`config.mk`:
```
export PLATFORM = sky130hd
export DESIGN_NAME = prt_riscv_ram_arb
export DESIGN_NICKNAME = d
export VERILOG_FILES = /design/src/rtl/prt_riscv_ram_arb.sv
export SDC_FILE = /design/constraint.sdc
export NUM_CORES = 1
export LEC_CHECK = 0
export CAP_MARGIN = 10
export CORE_ASPECT_RATIO = 1.25
export CORE_MARGIN = 4
export CORE_UTILIZATION = 32
export DETAILED_ROUTE_END_ITERATION = 16
export GPL_TIMING_DRIVEN = 0
export MAX_ROUTING_LAYER = met4
export PLACE_DENSITY = 0.83
export SKIP_CTS_REPAIR_TIMING = 1
export SLEW_MARGIN = 20
export SYNTH_ARGS = -nofsm -noshare
export SYNTH_HDL_FRONTEND = slang
export SYNTH_SLANG_ARGS = --single-unit
export TNS_END_PERCENT = 100
```
`constraint.sdc`:
```
create_clock -name CLK_IN -period 5.3 [get_ports CLK_IN]
set_input_delay 1.06 -clock CLK_IN [delete_from_list [all_inputs] [get_ports CLK_IN]]
set_output_delay 1.06 -clock CLK_IN [all_outputs]
set_load 0.02 [all_outputs]
```
`src/rtl/prt_riscv_ram_arb.sv`:
```
// Round-robin arbiter sharing one single-port data RAM between CPU (M0) and host (M1); ACK is combinational.
// Read returns come out one cycle after RAM_RD_VLD_IN; a read stalls without ACK while the tag FIFO is full.
module prt_riscv_ram_arb #(
  parameter int P_ADR      = 16,
  parameter int P_RD_DEPTH = 4
) (
  input  logic             CLK_IN,
  input  logic             RST_IN,
  input  logic [P_ADR-1:0] M0_ADR_IN,
  input  logic             M0_WR_IN,
  input  logic             M0_RD_IN,
  input  logic [31:0]      M0_WR_DAT_IN,
  input  logic [3:0]       M0_WR_STRB_IN,
  output logic             M0_ACK_OUT,
  output logic             M0_RD_VLD_OUT,
  output logic [31:0]      M0_RD_DAT_OUT,
  input  logic [P_ADR-1:0] M1_ADR_IN,
  input  logic             M1_WR_IN,
  input  logic             M1_RD_IN,
  input  logic [31:0]      M1_WR_DAT_IN,
  input  logic [3:0]       M1_WR_STRB_IN,
  output logic             M1_ACK_OUT,
  output logic             M1_RD_VLD_OUT,
  output logic [31:0]      M1_RD_DAT_OUT,
  output logic [P_ADR-1:0] RAM_ADR_OUT,
  output logic             RAM_WR_OUT,
  output logic             RAM_RD_OUT,
  output logic [31:0]      RAM_WR_DAT_OUT,
  output logic [3:0]       RAM_WR_STRB_OUT,
  input  logic             RAM_RD_VLD_IN,
  input  logic [31:0]      RAM_RD_DAT_IN,
  output logic             STA_ERR_OUT
);

  localparam int PW = $clog2(P_RD_DEPTH);
  localparam logic [PW:0] FULL_CNT = P_RD_DEPTH[PW:0];

  logic [P_RD_DEPTH-1:0] tag_mem;
  logic [PW-1:0]         wr_ptr;
  logic [PW-1:0]         rd_ptr;
  logic [PW:0]           cnt;
  logic                  prio_m1;
  logic                  fifo_full;
  logic                  fifo_empty;
  logic                  m0_elig;
  logic                  m1_elig;
  logic                  m0_gnt;
  logic                  m1_gnt;
  logic                  push;
  logic                  pop;
  logic                  head_tag;
  logic                  err_evt;

  assign fifo_full  = (cnt == FULL_CNT);
  assign fifo_empty = (cnt == '0);

  // Eligibility looks at the registered count, so a same-cycle pop never frees a slot early.
  assign m0_elig = M0_WR_IN | (M0_RD_IN & ~fifo_full);
  assign m1_elig = M1_WR_IN | (M1_RD_IN & ~fifo_full);
  assign m0_gnt  = m0_elig & (~m1_elig | ~prio_m1);
  assign m1_gnt  = m1_elig & (~m0_elig | prio_m1);

  assign M0_ACK_OUT = m0_gnt;
  assign M1_ACK_OUT = m1_gnt;

  always_comb begin
    RAM_ADR_OUT     = M0_ADR_IN;
    RAM_WR_DAT_OUT  = M0_WR_DAT_IN;
    RAM_WR_STRB_OUT = M0_WR_STRB_IN;
    RAM_WR_OUT      = 1'b0;
    RAM_RD_OUT      = 1'b0;
    if (m1_gnt) begin
      RAM_ADR_OUT     = M1_ADR_IN;
      RAM_WR_DAT_OUT  = M1_WR_DAT_IN;
      RAM_WR_STRB_OUT = M1_WR_STRB_IN;
      RAM_WR_OUT      = M1_WR_IN;
      RAM_RD_OUT      = M1_RD_IN & ~M1_WR_IN;
    end else if (m0_gnt) begin
      RAM_WR_OUT = M0_WR_IN;
      RAM_RD_OUT = M0_RD_IN & ~M0_WR_IN;
    end
  end

  assign push     = RAM_RD_OUT;
  assign pop      = RAM_RD_VLD_IN & ~fifo_empty;
  assign head_tag = tag_mem[rd_ptr];
  assign err_evt  = (RAM_RD_VLD_IN & fifo_empty) | (M0_RD_IN & M0_WR_IN) | (M1_RD_IN & M1_WR_IN);

  always_ff @(posedge CLK_IN or posedge RST_IN) begin
    if (RST_IN) begin
      tag_mem       <= '0;
      wr_ptr        <= '0;
      rd_ptr        <= '0;
      cnt           <= '0;
      prio_m1       <= 1'b0;
      M0_RD_VLD_OUT <= 1'b0;
      M1_RD_VLD_OUT <= 1'b0;
      M0_RD_DAT_OUT <= '0;
      M1_RD_DAT_OUT <= '0;
      STA_ERR_OUT   <= 1'b0;
    end else begin
      if (push) begin
        tag_mem[wr_ptr] <= m1_gnt;
        wr_ptr          <= wr_ptr + 1'b1;
      end
      if (pop) begin
        rd_ptr <= rd_ptr + 1'b1;
      end
      case ({push, pop})
        2'b10:   cnt <= cnt + 1'b1;
        2'b01:   cnt <= cnt - 1'b1;
        default: cnt <= cnt;
      endcase
      // Loser of this cycle gets the next tie.
      if (m0_gnt | m1_gnt) begin
        prio_m1 <= m0_gnt;
      end
      M0_RD_VLD_OUT <= pop & ~head_tag;
      M1_RD_VLD_OUT <= pop & head_tag;
      if (pop & ~head_tag) begin
        M0_RD_DAT_OUT <= RAM_RD_DAT_IN;
      end
      if (pop & head_tag) begin
        M1_RD_DAT_OUT <= RAM_RD_DAT_IN;
      end
      if (err_evt) begin
        STA_ERR_OUT <= 1'b1;
      end
    end
  end

endmodule
```
==> key figures <==
Status
  • Outcome: finished clean

Worst setup path
  • Reg2reg start: cnt[0]
  • Worst setup path class: in -> out
  • Worst setup startpoint: M1_WR_IN
  • Crit-path max FO: 10
  • Required @ worst endpoint: 4.24 ns
  • Critical Path Source Type: input port
  • CP Data Arrival Time: 3.21 ns
  • Worst Setup End Kind: output pin

Global route
  • Largest net degree at the start of global routing: 64
  • First-pass GRT wire length: 19.6 mm
  • GRT Residual Overflow: 0
  • Initial antenna violation count: 0
  • Vias in the first global route: 3,627
  • Total track usage: 18.7%

Timing
  • Actual slew at the worst max-slew pin: 0.575 ns
  • Final hold violations: 0
  • Slew Viols, Final: 0
  • Tmin final: 4.27 ns
  • FMAX: 0.234 GHz
  • Crit path setup slack, layout: 1.03 ns
  • Normalized max-slew margin: 61.4%
  • Final setup violation count: 0
  • Clk_skew: 0.00712 ns
  • Final TNS setup: 0 ns
  • Min Hold Slack: 0.484 ns
  • RSZ-0062 raised after global routing: no
  • Post-route clock period utilization: 80.6%

Final layout
  • Commonest non-fill, non-tap cell in the layout: clkdlybuf4s50_1
  • Area Growth Syn to Fin: 81.1%
  • Fillers: 949
  • Utilization after layout: 60.0%
  • Non-filler cells, final: 709
  • Layout net count: 692
  • Fin area: 0.00707 mm²
  • Most frequent cells in the layout: clkdlybuf4s50_1 (265), mux2_2 (96), dfrtp_1 (79), mux2_4 (25), inv_1 (10)
  • Layout cells sized above 1: 28.3%
  • Ant diodes: 0

Detailed routing
  • Post-Route WL: 13.0 mm
  • WL per Instance: 18.3 µm
  • Vias: 3,210
  • Final antenna-violating net count: 0
  • 1st-pass router iterations: 4
  • Via density: 4.53
  • Iteration-0 DRC count of the detailed router: 118
  • DRC: 0

Clocking
  • Clock Latency Late Sink: 0.33 ns
  • CTS buffer count: 9
  • CTS tree: done
  • Clock-pin slew on the worst setup and hold paths: 0.06 ns
  • # clock sinks: 79
  • Clock tree root driver cell: clkbuf_16
  • H-tree levels: 3
  • Bufs on Longest Clock Path: 2

Die
  • I/O Pins: 266
  • Die area: 0.0140 mm²
  • Core area: 0.0118 mm²
  • Row cnt: 44
  • Die Y: 131 µm
  • Die X-Extent: 107 µm
  • Starting density of the core: 33.1%

Flow run
  • Max-Cap Viols: 0

Worst hold path
  • Start point of the worst hold path: cnt[2]
  • HP Class: reg -> reg

Synth
  • Post-Synthesis Cells: 266
  • Flops & latches, synth: 79
  • Syn Area/Cell: 14.7 µm²
  • Syn Nets: 415
  • Yosys warnings: 0
  • Post-synth cell types: 28
  • Post-synthesis cell area: 0.00390 mm²
  • Sequential area share after synthesis: 50.6%

Pwr
  • Total Power: 4.06 mW
  • Worst VDD drop: 246 µV
  • Pwr dens: 575 mW/mm²
  • Leakage power: 2.95 nW

Placement
  • DP Wirelength: 10.8 mm
  • GP Congestion: 0.833
  • Placed Area: 0.00679 mm²
  • DP Worst Slack: 1.01 ns
  • I/O Buffers: 265
  • Placed Instances: 693
## synthesized netlist by cell type
cell type  count  share of area, %
mux2i_1        1              0.26
o211ai_1       4              0.77
mux2_4        25               9.6
or3b_1         1              0.22
buf_6          5               1.4
ha_1           5               1.6
a21oi_1        4              0.51
o21ai_1        1              0.13
a221oi_1       1              0.22
inv_1         11               1.1
a211oi_1       1              0.19
buf_2          8               1.0
mux4_2         1              0.58
nand2_1        4              0.38
nor3_1         1              0.13
dfrtp_1       79                51
xor2_1         2              0.45
o21a_1         1              0.19
nand2b_1       2              0.32
a21oi_2        1              0.22
xnor2_1        4              0.90
nand3_1        1              0.13
nor2_2         1              0.16
mux2_2        96                28
fa_1           1              0.51
a21o_1         1              0.19
and2_1         1              0.16
nor2_1         3              0.29
## critical path, stage by stage
cell and delay [ns]:
clkdlybuf4s50_1 0.56, a21o_1 0.13, o21a_1 0.20, buf_6 0.18, buf_6 0.19, mux2_4 0.32
clkdlybuf4s50_1 0.57
## power breakdown
part	internal, mW	switching (mW)
sequential	0.918	0.172
combinational	1.31	1.09
clock	0.332	0.240
## cells by family (layout without fill, tap and decap cells)
kind of cell	count (synthesis)	count (layout)	share of synthesized area, %
compound gates	14	14	2.44
xor+xnor	6	6	1.35
fa+ha+maj	6	6	2.12
buf+inv	24	306	3.53
flops	79	79	50.6
mux	123	123	38.1
simple gates	14	14	1.79
## state kept, by name (all words and copies together) (netlist names)
register and cells:
cnt 3, M0_RD_DAT_OUT 32, prio_m1 1, STA_ERR_OUT 1, M0_RD_VLD_OUT 1, wr_ptr 2
M1_RD_VLD_OUT 1, rd_ptr 2, tag_mem 4, M1_RD_DAT_OUT 32
## path summary, 6_finish.rpt
check,cells after the start,slack (ns),to
setup reg to reg,9,2.92,cnt[2]
hold reg to reg,1,0.48,cnt[2]
hold / removal,1,0.48,cnt[2]
setup / recovery,7,1.03,RAM_WR_DAT_OUT[15]
max in group asynchronous,3,3.71,M1_RD_DAT_OUT[30]
min in group asynchronous,2,1.02,M0_RD_DAT_OUT[26]
## layer usage
layer	part of all wire (%)	up-vias	GRT usage (%)
met4	2.4	0	5.83
met1	36	1548	19.8
li1	-	1501	-
met3	7.6	20	5.94
met5	0	-	-
met2	54	141	32.9
## final cells by class
cell class                      instances  area, µm²  share of cell area, %
Buffer                                 13       96.3                   1.36
Clock buffer                           10        239                   3.38
Sequential cell                        79       1980                   28.0
Multi-Input combinational cell        163       1790                   25.3
Clock inverter                          6       43.8                  0.619
Tap cell                              161        201                   2.85
Timing Repair Buffer                  266       2680                   37.9
Inverter                               11       43.8                  0.619
(Power assumes the default switching activity.)
